===== src/rtl/raptor64_logic_arbiter_pkg.sv =====
// Shared constants for the Raptor64 logical-op arbiter slice: opcode/func
// values of the logical instruction group and the request bundle type.
package raptor64_logic_arbiter_pkg;

  localparam int IR_W = 42;
  localparam int DW   = 64;

  // Major opcodes (ir[41:35])
  localparam logic [6:0] OP_RR   = 7'h02;
  localparam logic [6:0] OP_ANDI = 7'h0C;
  localparam logic [6:0] OP_ORI  = 7'h0D;
  localparam logic [6:0] OP_XORI = 7'h0E;

  // RR function codes (ir[6:0])
  localparam logic [6:0] F_AND  = 7'h00;
  localparam logic [6:0] F_OR   = 7'h01;
  localparam logic [6:0] F_XOR  = 7'h02;
  localparam logic [6:0] F_ANDC = 7'h03;
  localparam logic [6:0] F_NAND = 7'h04;
  localparam logic [6:0] F_NOR  = 7'h05;
  localparam logic [6:0] F_XNOR = 7'h06;
  localparam logic [6:0] F_ORC  = 7'h07;

  typedef struct packed {
    logic [IR_W-1:0] ir;
    logic [DW-1:0]   a;
    logic [DW-1:0]   b;
    logic [DW-1:0]   imm;
  } logicReq_t;

  function automatic logic [6:0] irOpcode(input logic [IR_W-1:0] ir);
    return ir[41:35];
  endfunction

  function automatic logic [6:0] irFunc(input logic [IR_W-1:0] ir);
    return ir[6:0];
  endfunction

endpackage


===== src/rtl/raptor64_logic_arbiter_if.sv =====
// Request/result bundle between issue logic, the arbiter and the consumer.
interface raptor64_logic_arbiter_if #(parameter int CNT_W = 32);
  logic [1:0]       req_v_i;
  logic [1:0]       req_rdy_o;
  logic [41:0]      ir0_i, ir1_i;
  logic [63:0]      a0_i, a1_i;
  logic [63:0]      b0_i, b1_i;
  logic [63:0]      imm0_i, imm1_i;
  logic             res_v_o;
  logic             res_rdy_i;
  logic [63:0]      res_o;
  logic             res_id_o;
  logic             res_ill_o;
  logic [CNT_W-1:0] op_cnt_o;

  // Arbiter side
  modport slave (
    input  req_v_i, ir0_i, ir1_i, a0_i, a1_i, b0_i, b1_i, imm0_i, imm1_i, res_rdy_i,
    output req_rdy_o, res_v_o, res_o, res_id_o, res_ill_o, op_cnt_o
  );

  // Requester/consumer side
  modport master (
    output req_v_i, ir0_i, ir1_i, a0_i, a1_i, b0_i, b1_i, imm0_i, imm1_i, res_rdy_i,
    input  req_rdy_o, res_v_o, res_o, res_id_o, res_ill_o, op_cnt_o
  );
endinterface


===== src/rtl/raptor64_logic_core.sv =====
// Combinational logical-op unit: decodes RR func or immediate opcode and
// produces the result, flagging anything outside the logical group.
module raptor64_logic_core
  import raptor64_logic_arbiter_pkg::*;
(
  input  logic [IR_W-1:0] ir,
  input  logic [DW-1:0]   a,
  input  logic [DW-1:0]   b,
  input  logic [DW-1:0]   imm,
  output logic [DW-1:0]   res,
  output logic            ill
);
  // Middle instruction bits carry register fields not needed here.
  logic unusedIr;
  assign unusedIr = ^ir[34:7];

  // Decode and compute; unknown encodings give zero with the illegal flag.
  always_comb begin
    res = '0;
    ill = 1'b0;
    case (irOpcode(ir))
      OP_RR: begin
        case (irFunc(ir))
          F_AND:   res = a & b;
          F_OR:    res = a | b;
          F_XOR:   res = a ^ b;
          F_ANDC:  res = a & ~b;
          F_NAND:  res = ~(a & b);
          F_NOR:   res = ~(a | b);
          F_XNOR:  res = ~(a ^ b);
          F_ORC:   res = a | ~b;
          default: ill = 1'b1;
        endcase
      end
      OP_ANDI: res = a & imm;
      OP_ORI:  res = a | imm;
      OP_XORI: res = a ^ imm;
      default: ill = 1'b1;
    endcase
  end
endmodule


===== src/rtl/raptor64_logic_arbiter.sv =====
// Two-requester arbiter in front of the logical-op unit with a one-entry
// registered result stage and a wrapping completed-op counter.
module raptor64_logic_arbiter
  import raptor64_logic_arbiter_pkg::*;
#(
  parameter int CNT_W = 32,
  parameter bit FAIR  = 1'b1
) (
  input  logic clk_i,
  input  logic rst_i,
  raptor64_logic_arbiter_if.slave bus
);
  typedef enum logic {EMPTY = 1'b0, FULL = 1'b1} state_t;

  state_t           state, stateNxt;
  logic [1:0]       gnt;
  logic             canAccept, accept, lastGnt;
  logicReq_t        req0, req1, sel;
  logic [DW-1:0]    coreRes, resQ;
  logic             coreIll, illQ, idQ;
  logic [CNT_W-1:0] cnt;

  assign req0 = '{ir: bus.ir0_i, a: bus.a0_i, b: bus.b0_i, imm: bus.imm0_i};
  assign req1 = '{ir: bus.ir1_i, a: bus.a1_i, b: bus.b1_i, imm: bus.imm1_i};

  // A held result can be replaced in the same cycle it drains.
  assign canAccept = (state == EMPTY) || bus.res_rdy_i;

  // Grant: one-hot winner; on a tie the requester not served last wins (FAIR).
  always_comb begin
    gnt = 2'b00;
    if (canAccept && !rst_i) begin
      case (bus.req_v_i)
        2'b01:   gnt = 2'b01;
        2'b10:   gnt = 2'b10;
        2'b11:   gnt = (FAIR && !lastGnt) ? 2'b10 : 2'b01;
        default: gnt = 2'b00;
      endcase
    end
  end

  assign accept = gnt[0] & bus.req_v_i[0] | gnt[1] & bus.req_v_i[1];
  assign sel    = gnt[1] ? req1 : req0;

  raptor64_logic_core uCore (
    .ir  (sel.ir),
    .a   (sel.a),
    .b   (sel.b),
    .imm (sel.imm),
    .res (coreRes),
    .ill (coreIll)
  );

  // Output-stage state register
  always_ff @(posedge clk_i or posedge rst_i) begin
    if (rst_i) state <= EMPTY;
    else       state <= stateNxt;
  end

  // Next state: fill on accept, drain only when consumed with nothing new
  always_comb begin
    stateNxt = state;
    case (state)
      EMPTY: if (accept) stateNxt = FULL;
      FULL:  if (bus.res_rdy_i && !accept) stateNxt = EMPTY;
      default: stateNxt = EMPTY;
    endcase
  end

  // Result register and arbitration pointer, both move only on accept
  always_ff @(posedge clk_i or posedge rst_i) begin
    if (rst_i) begin
      resQ    <= '0;
      idQ     <= 1'b0;
      illQ    <= 1'b0;
      lastGnt <= 1'b1;
    end else if (accept) begin
      resQ    <= coreRes;
      idQ     <= gnt[1];
      illQ    <= coreIll;
      lastGnt <= gnt[1];
    end
  end

  // Completed-op counter, wraps naturally
  always_ff @(posedge clk_i or posedge rst_i) begin
    if (rst_i)                                  cnt <= '0;
    else if (state == FULL && bus.res_rdy_i)    cnt <= cnt + 1'b1;
  end

  assign bus.req_rdy_o = gnt;
  assign bus.res_v_o   = (state == FULL);
  assign bus.res_o     = resQ;
  assign bus.res_id_o  = idQ;
  assign bus.res_ill_o = illQ;
  assign bus.op_cnt_o  = cnt;
endmodule


===== src/flat_wrapper.sv =====
// flat-port wrapper written by rule: the top's interface ports become plain ports
module raptor64_logic_arbiter_flat import raptor64_logic_arbiter_pkg::*;
#(
  parameter int CNT_W = 32,
  parameter bit FAIR  = 1'b1
)
  (clk_i, rst_i, bus_req_v_i, bus_ir0_i, bus_ir1_i, bus_a0_i, bus_a1_i, bus_b0_i, bus_b1_i, bus_imm0_i, bus_imm1_i, bus_res_rdy_i, bus_req_rdy_o, bus_res_v_o, bus_res_o, bus_res_id_o, bus_res_ill_o, bus_op_cnt_o);
  raptor64_logic_arbiter_if #(.CNT_W(CNT_W)) bus_i ();
  input  logic clk_i;
  input  logic rst_i;
  input wire logic [$bits(bus_i.req_v_i)-1:0] bus_req_v_i;
  input wire logic [$bits(bus_i.ir0_i)-1:0] bus_ir0_i;
  input wire logic [$bits(bus_i.ir1_i)-1:0] bus_ir1_i;
  input wire logic [$bits(bus_i.a0_i)-1:0] bus_a0_i;
  input wire logic [$bits(bus_i.a1_i)-1:0] bus_a1_i;
  input wire logic [$bits(bus_i.b0_i)-1:0] bus_b0_i;
  input wire logic [$bits(bus_i.b1_i)-1:0] bus_b1_i;
  input wire logic [$bits(bus_i.imm0_i)-1:0] bus_imm0_i;
  input wire logic [$bits(bus_i.imm1_i)-1:0] bus_imm1_i;
  input wire logic [$bits(bus_i.res_rdy_i)-1:0] bus_res_rdy_i;
  output wire logic [$bits(bus_i.req_rdy_o)-1:0] bus_req_rdy_o;
  output wire logic [$bits(bus_i.res_v_o)-1:0] bus_res_v_o;
  output wire logic [$bits(bus_i.res_o)-1:0] bus_res_o;
  output wire logic [$bits(bus_i.res_id_o)-1:0] bus_res_id_o;
  output wire logic [$bits(bus_i.res_ill_o)-1:0] bus_res_ill_o;
  output wire logic [$bits(bus_i.op_cnt_o)-1:0] bus_op_cnt_o;
  assign bus_i.req_v_i = bus_req_v_i;
  assign bus_i.ir0_i = bus_ir0_i;
  assign bus_i.ir1_i = bus_ir1_i;
  assign bus_i.a0_i = bus_a0_i;
  assign bus_i.a1_i = bus_a1_i;
  assign bus_i.b0_i = bus_b0_i;
  assign bus_i.b1_i = bus_b1_i;
  assign bus_i.imm0_i = bus_imm0_i;
  assign bus_i.imm1_i = bus_imm1_i;
  assign bus_i.res_rdy_i = bus_res_rdy_i;
  assign bus_req_rdy_o = bus_i.req_rdy_o;
  assign bus_res_v_o = bus_i.res_v_o;
  assign bus_res_o = bus_i.res_o;
  assign bus_res_id_o = bus_i.res_id_o;
  assign bus_res_ill_o = bus_i.res_ill_o;
  assign bus_op_cnt_o = bus_i.op_cnt_o;
  raptor64_logic_arbiter #(.CNT_W(CNT_W), .FAIR(FAIR)) u_core (.clk_i(clk_i), .rst_i(rst_i), .bus(bus_i));
endmodule

===== config.mk =====
export PLATFORM = sky130hd
export DESIGN_NAME = raptor64_logic_arbiter_flat
export DESIGN_NICKNAME = d
export VERILOG_FILES = /design/src/rtl/raptor64_logic_arbiter_pkg.sv /design/src/rtl/raptor64_logic_arbiter_if.sv /design/src/rtl/raptor64_logic_core.sv /design/src/rtl/raptor64_logic_arbiter.sv /design/src/flat_wrapper.sv
export SDC_FILE = /design/constraint.sdc
export NUM_CORES = 1
export LEC_CHECK = 0
export ABC_CLOCK_PERIOD_IN_PS = 6600
export BUFFER_PORTS_ARGS = -buffer_cell sky130_fd_sc_hd__buf_2
export CAP_MARGIN = 20
export CELL_PAD_IN_SITES_DETAIL_PLACEMENT = 1
export CELL_PAD_IN_SITES_GLOBAL_PLACEMENT = 2
export CORE_UTILIZATION = 25
export DETAILED_ROUTE_END_ITERATION = 7
export GPL_TIMING_DRIVEN = 0
export HOLD_SLACK_MARGIN = 0.1
export PLACE_DENSITY = 0.79
export REMOVE_ABC_BUFFERS = 1
export SLEW_MARGIN = 0
export SYNTH_ARGS = -nofsm -noshare
export SYNTH_HDL_FRONTEND = slang
export SYNTH_SLANG_ARGS = --single-unit
export TNS_END_PERCENT = 10

===== constraint.sdc =====
create_clock -name clk_i -period 6.6 [get_ports clk_i]
set_input_delay 0 -clock clk_i [delete_from_list [all_inputs] [get_ports clk_i]]
set_output_delay 0 -clock clk_i [all_outputs]
set_load 0.01 [all_outputs]

After elaboration in Yosys (flattened, before gate mapping)
Cells that the tools add are included.

Flip-flop bits (word level): 100. Latch bits: 0. RAM bits: 0. ROM bits: 0. Input port bits: 473. Output and inout bits: 101. Word-level logic and storage cells: 57. Memories kept: 0.

$add $sub $neg: 1. Multipliers: 0. Divide/modulo/power cells: 0. Order comparisons: 0. Equal/unequal tests: 14. Shift operators: 0. Multiplexer cells: 11. Bitwise gates (word level): 16. Reductions and logical operators: 9.

Operator list (count): 64-bit one-hot mux with 8 select lines (1); 64-bit inverter (4); 64-bit one-hot mux with 4 select lines (1); 234-bit 2-to-1 mux (1); 64-bit AND (3); 64-bit bitwise OR (3); 64-bit XOR (2); 32-bit by 1-bit adder with 32-bit output, second input constant (1); 7-bit by 3-bit equality test with 1-bit output, second input constant (4); 7-bit by 2-bit equality test with 1-bit output, second input constant (3); 7-bit by 4-bit equality test with 1-bit output, second input constant (3); 8-bit OR reduction (1); 7-bit by 1-bit equality test with 1-bit output, second input constant (1); 7-bit logical NOT (1); 2-bit one-hot mux with 3 select lines (1); 2-bit equality test, second input constant (2); 2-bit 2-to-1 mux (2); 1-bit one-hot mux with 2 select lines (2); 1-bit logical AND (3); 1-bit 2-to-1 mux (3); 3-bit OR reduction (1); 1-bit AND (2); 2-bit by 1-bit equality test with 1-bit output, second input constant (1); 1-bit logical NOT (2); other kinds (3) (3).

Logic depth before layout (Yosys ltp)
Depth after elaboration: 10. Mapped depth: 18. Gate-level depth less buffers: 13.

Modules after synthesis
A second synthesis with hierarchy kept.

Cells, all modules: 2037. Area, all modules: 18407.7 µm².

Modules (own cells, without submodules): raptor64_logic_core (times used 1, cells each 1496, area an instance 11594.9 µm², seq. area each 0.0 µm²); raptor64_logic_arbiter (times used 1, cells each 541, area an instance 6812.8 µm², seq. area each 2503.7 µm²).

Worst setup path before layout
No wires, ideal clock.

Path type: in2reg. From: in rst_i. To: reg u_core.resQ[5], in the netlist u_core.bus.res_o[5]. Library setup time: 77 ps. Arrival time: 3920 ps. Data required time: 6523 ps. Slack: 2603 ps. Stages on the path: 7. Buffers on the path: 1. Cells stage by stage: inv_2 -> clkbuf_1 -> nand4_1 -> o311ai_0 -> a32oi_1 -> o211a_1 -> o21ai_1.

Word-level cells in the longest chain between the ends: 8. Elaborated cells on any way between the ends: 33. Those cells by class: eq/ne: 11; mux: 4; bitwise: 15; reduce/logical: 3.

RTL lines: start, declared (line flat_wrapper.sv:10) `input logic rst_i;`; 1-bit logical NOT * (line raptor64_logic_arbiter.sv:32) `if (canAccept && !rst_i) begin`; 1-bit logical AND * (line raptor64_logic_arbiter.sv:32); 2-bit 2-to-1 mux * (line raptor64_logic_arbiter.sv:32); parallel branches: the longest is 5 deep, another holds 234-bit 2-to-1 mux; end signal, assigned (line raptor64_logic_arbiter.sv:78) `resQ <= coreRes;`; end, declared (line raptor64_logic_arbiter.sv:19) `logic [DW-1:0] coreRes, resQ;`.

Mark *: on every way between the ends. A chain may end at the register's enable or synchronous reset.

Worst setup path in the final report
From: in rst_i. To: reg u_core.resQ[19], in the netlist u_core.bus.res_o[19].

Same word-level chain as after synthesis.

==> impl_metrics.csv <==
group,metric,value,unit
finish,nNetsFinal,3874,
detailed_routing,wl_per_cell,21.7,microns
timing,grt_setup_unrepaired,"no",
grt,grt_remaining_overflow,0,
worst_setup_path,crit_chain,"dlygate4sd3_1 > buf_4 > buf_12 > inv_8 > buf_16 > nand3_4 > buf_16 > buf_16 > inv_6 > buf_16 > nand2_1 > nand2_1 > inv_1 > ha_1 > nand3b_1 > nor4_1 > a41o_1 > o31a_1 > nor4_1 > o22ai_1",
finish,final_area,0.0243,sq mm
yosys,synth_cell_types,58,
floorplan,start_util,25.3,%
timing,worst_slew_pin_slew,1.01,ns
timing,period_share,86.1,%
yosys,synth_top_area_cell,"ha_1",
yosys,synth_edf_count,0,
detailed_routing,via_count,21900,
finish,drive_gt1_share,21.4,%
placed_design,io_buffers,517,
finish,final_cells,4062,
job,drv_cap,0,
worst_setup_path,max_stage_delay,0.57,ns
worst_setup_path,cpMostUsedCell,"buf_16",
detailed_routing,drtPass1Iterations,6,
floorplan,die_w,282,microns
placed_design,placed_area,0.0239,sq mm
worst_setup_path,cp-end-kind,"flip-flop",
worst_setup_path,cp.arrival,5.97,ns
finish,n_fill_cell,9641,
floorplan,dieArea,0.0795,sq mm
yosys,synth_area,0.0196,sq mm
worst_setup_path,path_max_fanout,85,
clock_network,clk_path_buf_depth,2,
placed_design,placedCellCount,4041,
clock_network,cts_buffers,9,
detailed_routing,vias_per_cell,5.38,
clock_network,cts_root_buffer,"clkbuf_16",
clock_network,cts_max_level,3,
yosys,synth.top_cells.by_area,"ha_1, dfrtp_1, nand2_1, nor2b_1, o21ai_0",
timing,drv_slew,0,
worst_setup_path,crit_path_start_kind,"primary input",
clock_network,clk_pin_slew,0.10,ns
grt,grt_max_degree,86,
yosys,ys_ff_latch,100,
floorplan,ios,574,
detailed_routing,routed_wl,88100,microns
worst_setup_path,path_buf_inv,10,
detailed_routing,ant_nets,0,
worst_setup_path,path_class,"in2reg",
timing,max_freq,176,MHz
clock_network,clk_latency,0.41,ns
grt,grt_usage,21.5,%
placed_design,gp_congestion,0.755,
worst_setup_path,crit_start,"rst_i",
placed_design,hpwl,63100,microns
finish,utilization,31.3,%
yosys,ys.flop_type,"dfrtp_1",
outcome,status,"completed",
placed_design,place_ws,0.838,ns
timing,setup_ws,0.919,ns
timing,layout_min_cycle_time,5.68,ns
finish,syn2layout_area_growth,23.8,%
worst_setup_path,required,6.89,ns
floorplan,rows,102,
finish,final_cell_mix,"buf_2, nand2_1, ha_1",
clock_network,cts_sinks,100,
power,peakVddDrop,0.000128,V
grt,grt_pass1_wl,133000,microns
yosys,ys_seq_area_share,12.8,%
timing,hold_violations,0,
floorplan,coreArea,0.0775,sq mm
power,power_density,126,mW/mm^2
grt,grt_pass1_vias,22000,
worst_setup_path,path_delay_family,"buffers and inverters",
detailed_routing,detail_route.drc_violations,0,
yosys,yosysWarnings,0,
timing,max-slew-margin-rel,32.2,%
timing,finClkSkew,0.0121,ns
timing,setup_tns,0,ns
power,power.leakage,11.8,nW
floorplan,die_h,282,microns
worst_setup_path,critPathSlowestCell,"nand3_4",
yosys,syn_area_per_cell,7.36,sq um
timing,setup_viol_count_final,0,
detailed_routing,drt_iter0_markers,1375,
yosys,async_flop_share,100,%
worst_setup_path,r2r-start,"u_core.bus.res_v_o",
clock_network,tritoncts,"done",
finish,final_common_cell,"buf_2",
yosys,synth_top_area_share,24.6,%
yosys,synth_cells,2664,
grt,grt_antenna_before_repair,0,
min_path,worstHoldStart,"bus_res_rdy_i",
min_path,min_path_type,"in2reg",
[what timing repair did]
item                                   in CTS  in global routing
buffers inserted                            0                  0
endpoints found under the hold margin      15                  0
resized for setup                           0                  0
setup endpoints to repair                   0                  0
hold buffers                                4                  0
[flip-flops by register name, summed over array words and instances (netlist names)]
| name | flops |
|---|---|
| u_core.bus.op_cnt_o | 32 |
| u_core.bus.res_id_o | 1 |
| u_core.bus.res_ill_o | 1 |
| u_core.bus.res_o | 64 |
| u_core.bus.res_v_o | 1 |
| u_core.lastGnt | 1 |
[where the power goes]
part | switching, mW | internal, mW | total [mW]
Sequential | 0.0611 | 0.695 | 0.757
Combinational | 1.01 | 0.630 | 1.64
Clock | 0.380 | 0.277 | 0.658
Total | 1.45 | 1.60 | 3.05
[metal layers]
metal  vias up  share of wire, %  GRT usage, %  wire, microns
li1      10300                 -             -              -
met1     10800                44          27.4          38600
met2       684                49          37.6          43200
met3       103               5.1          2.47           4490
met4         0               2.1          6.06           1850
met5         -                 0             0              0
[kinds of logic after synthesis]
group                      count (synthesis)  synth area share (%)
AOI/OAI and AO/OA                        704                  25.0
adders and majority gates                385                  24.6
xor gates and xnor gates                  31                  1.39
muxes                                     93                  4.88
DFF                                      100                  12.8
and+or+nand+nor                          907                  22.4
buffers and inverters                    444                  8.96
[through the flow]
| stage | hold slack [ns] | total power [mW] |
|---|---|---|
| 2_1_floorplan | 0.163 | 1.68 |
| 3_3_place_gp | 0.458 | 2.32 |
| 3_5_place_dp | 0.454 | 2.40 |
| 4_1_cts | 0.109 | 3.09 |
| 5_1_grt | 0.140 | 3.29 |
| 6_report | 0.139 | 3.05 |
[synthesized netlist by cell type (8+ instances only)]
master,number
nand2_1,437
ha_1,385
inv_1,197
o21ai_0,182
clkbuf_1,171
nor2b_1,149
nand3_1,143
dfrtp_1,99
nand4_1,83
a21oi_1,77
mux2i_1,73
o22ai_1,64
buf_2,59
o21ai_1,59
a222oi_1,49
a32oi_1,49
o211a_1,49
o311ai_0,49
o32ai_1,49
and3_1,23
nor4_1,23
xnor2_1,23
mux2_2,20
nor2_1,19
a31oi_1,16
o2bb2ai_1,15
a211oi_1,14
a21o_1,14
buf_1,11
nor3_1,8
xor2_1,8
[tightest hold or removal path, stage by stage]
cell,delay [ns]
buf_2,0.12
and2_1,0.28
xor2_1,0.11
[final cells by class]
cell class                      instances  area, sq um  area share [%]
Clock buffer                            9          225           0.929
Inverter                              199          759            3.13
Tap cell                             1040         1300            5.36
Multi-Input combinational cell       2120        15500            63.9
Sequential cell                       100         2500            10.3
Clock inverter                          7         91.3           0.377
Timing Repair Buffer                  586         3870            16.0
Antenna cell                            1         2.50          0.0103
[worst paths after layout]
| path | slack, ns | cells past startpoint | endpoint |
|---|---|---|---|
| hold / removal | 0.14 | 3 | u_core.bus.op_cnt_o[0] |
| hold reg to reg | 0.47 | 1 | u_core.bus.op_cnt_o[31] |
| setup / recovery | 0.92 | 20 | u_core.bus.res_o[19] |
| setup reg to reg | 1.27 | 16 | u_core.bus.res_o[19] |
| max in group asynchronous | 5.03 | 5 | u_core.lastGnt |
| min in group asynchronous | 0.69 | 4 | u_core.bus.res_o[51] |
No activity file was read; power rests on OpenSTA's default activity.
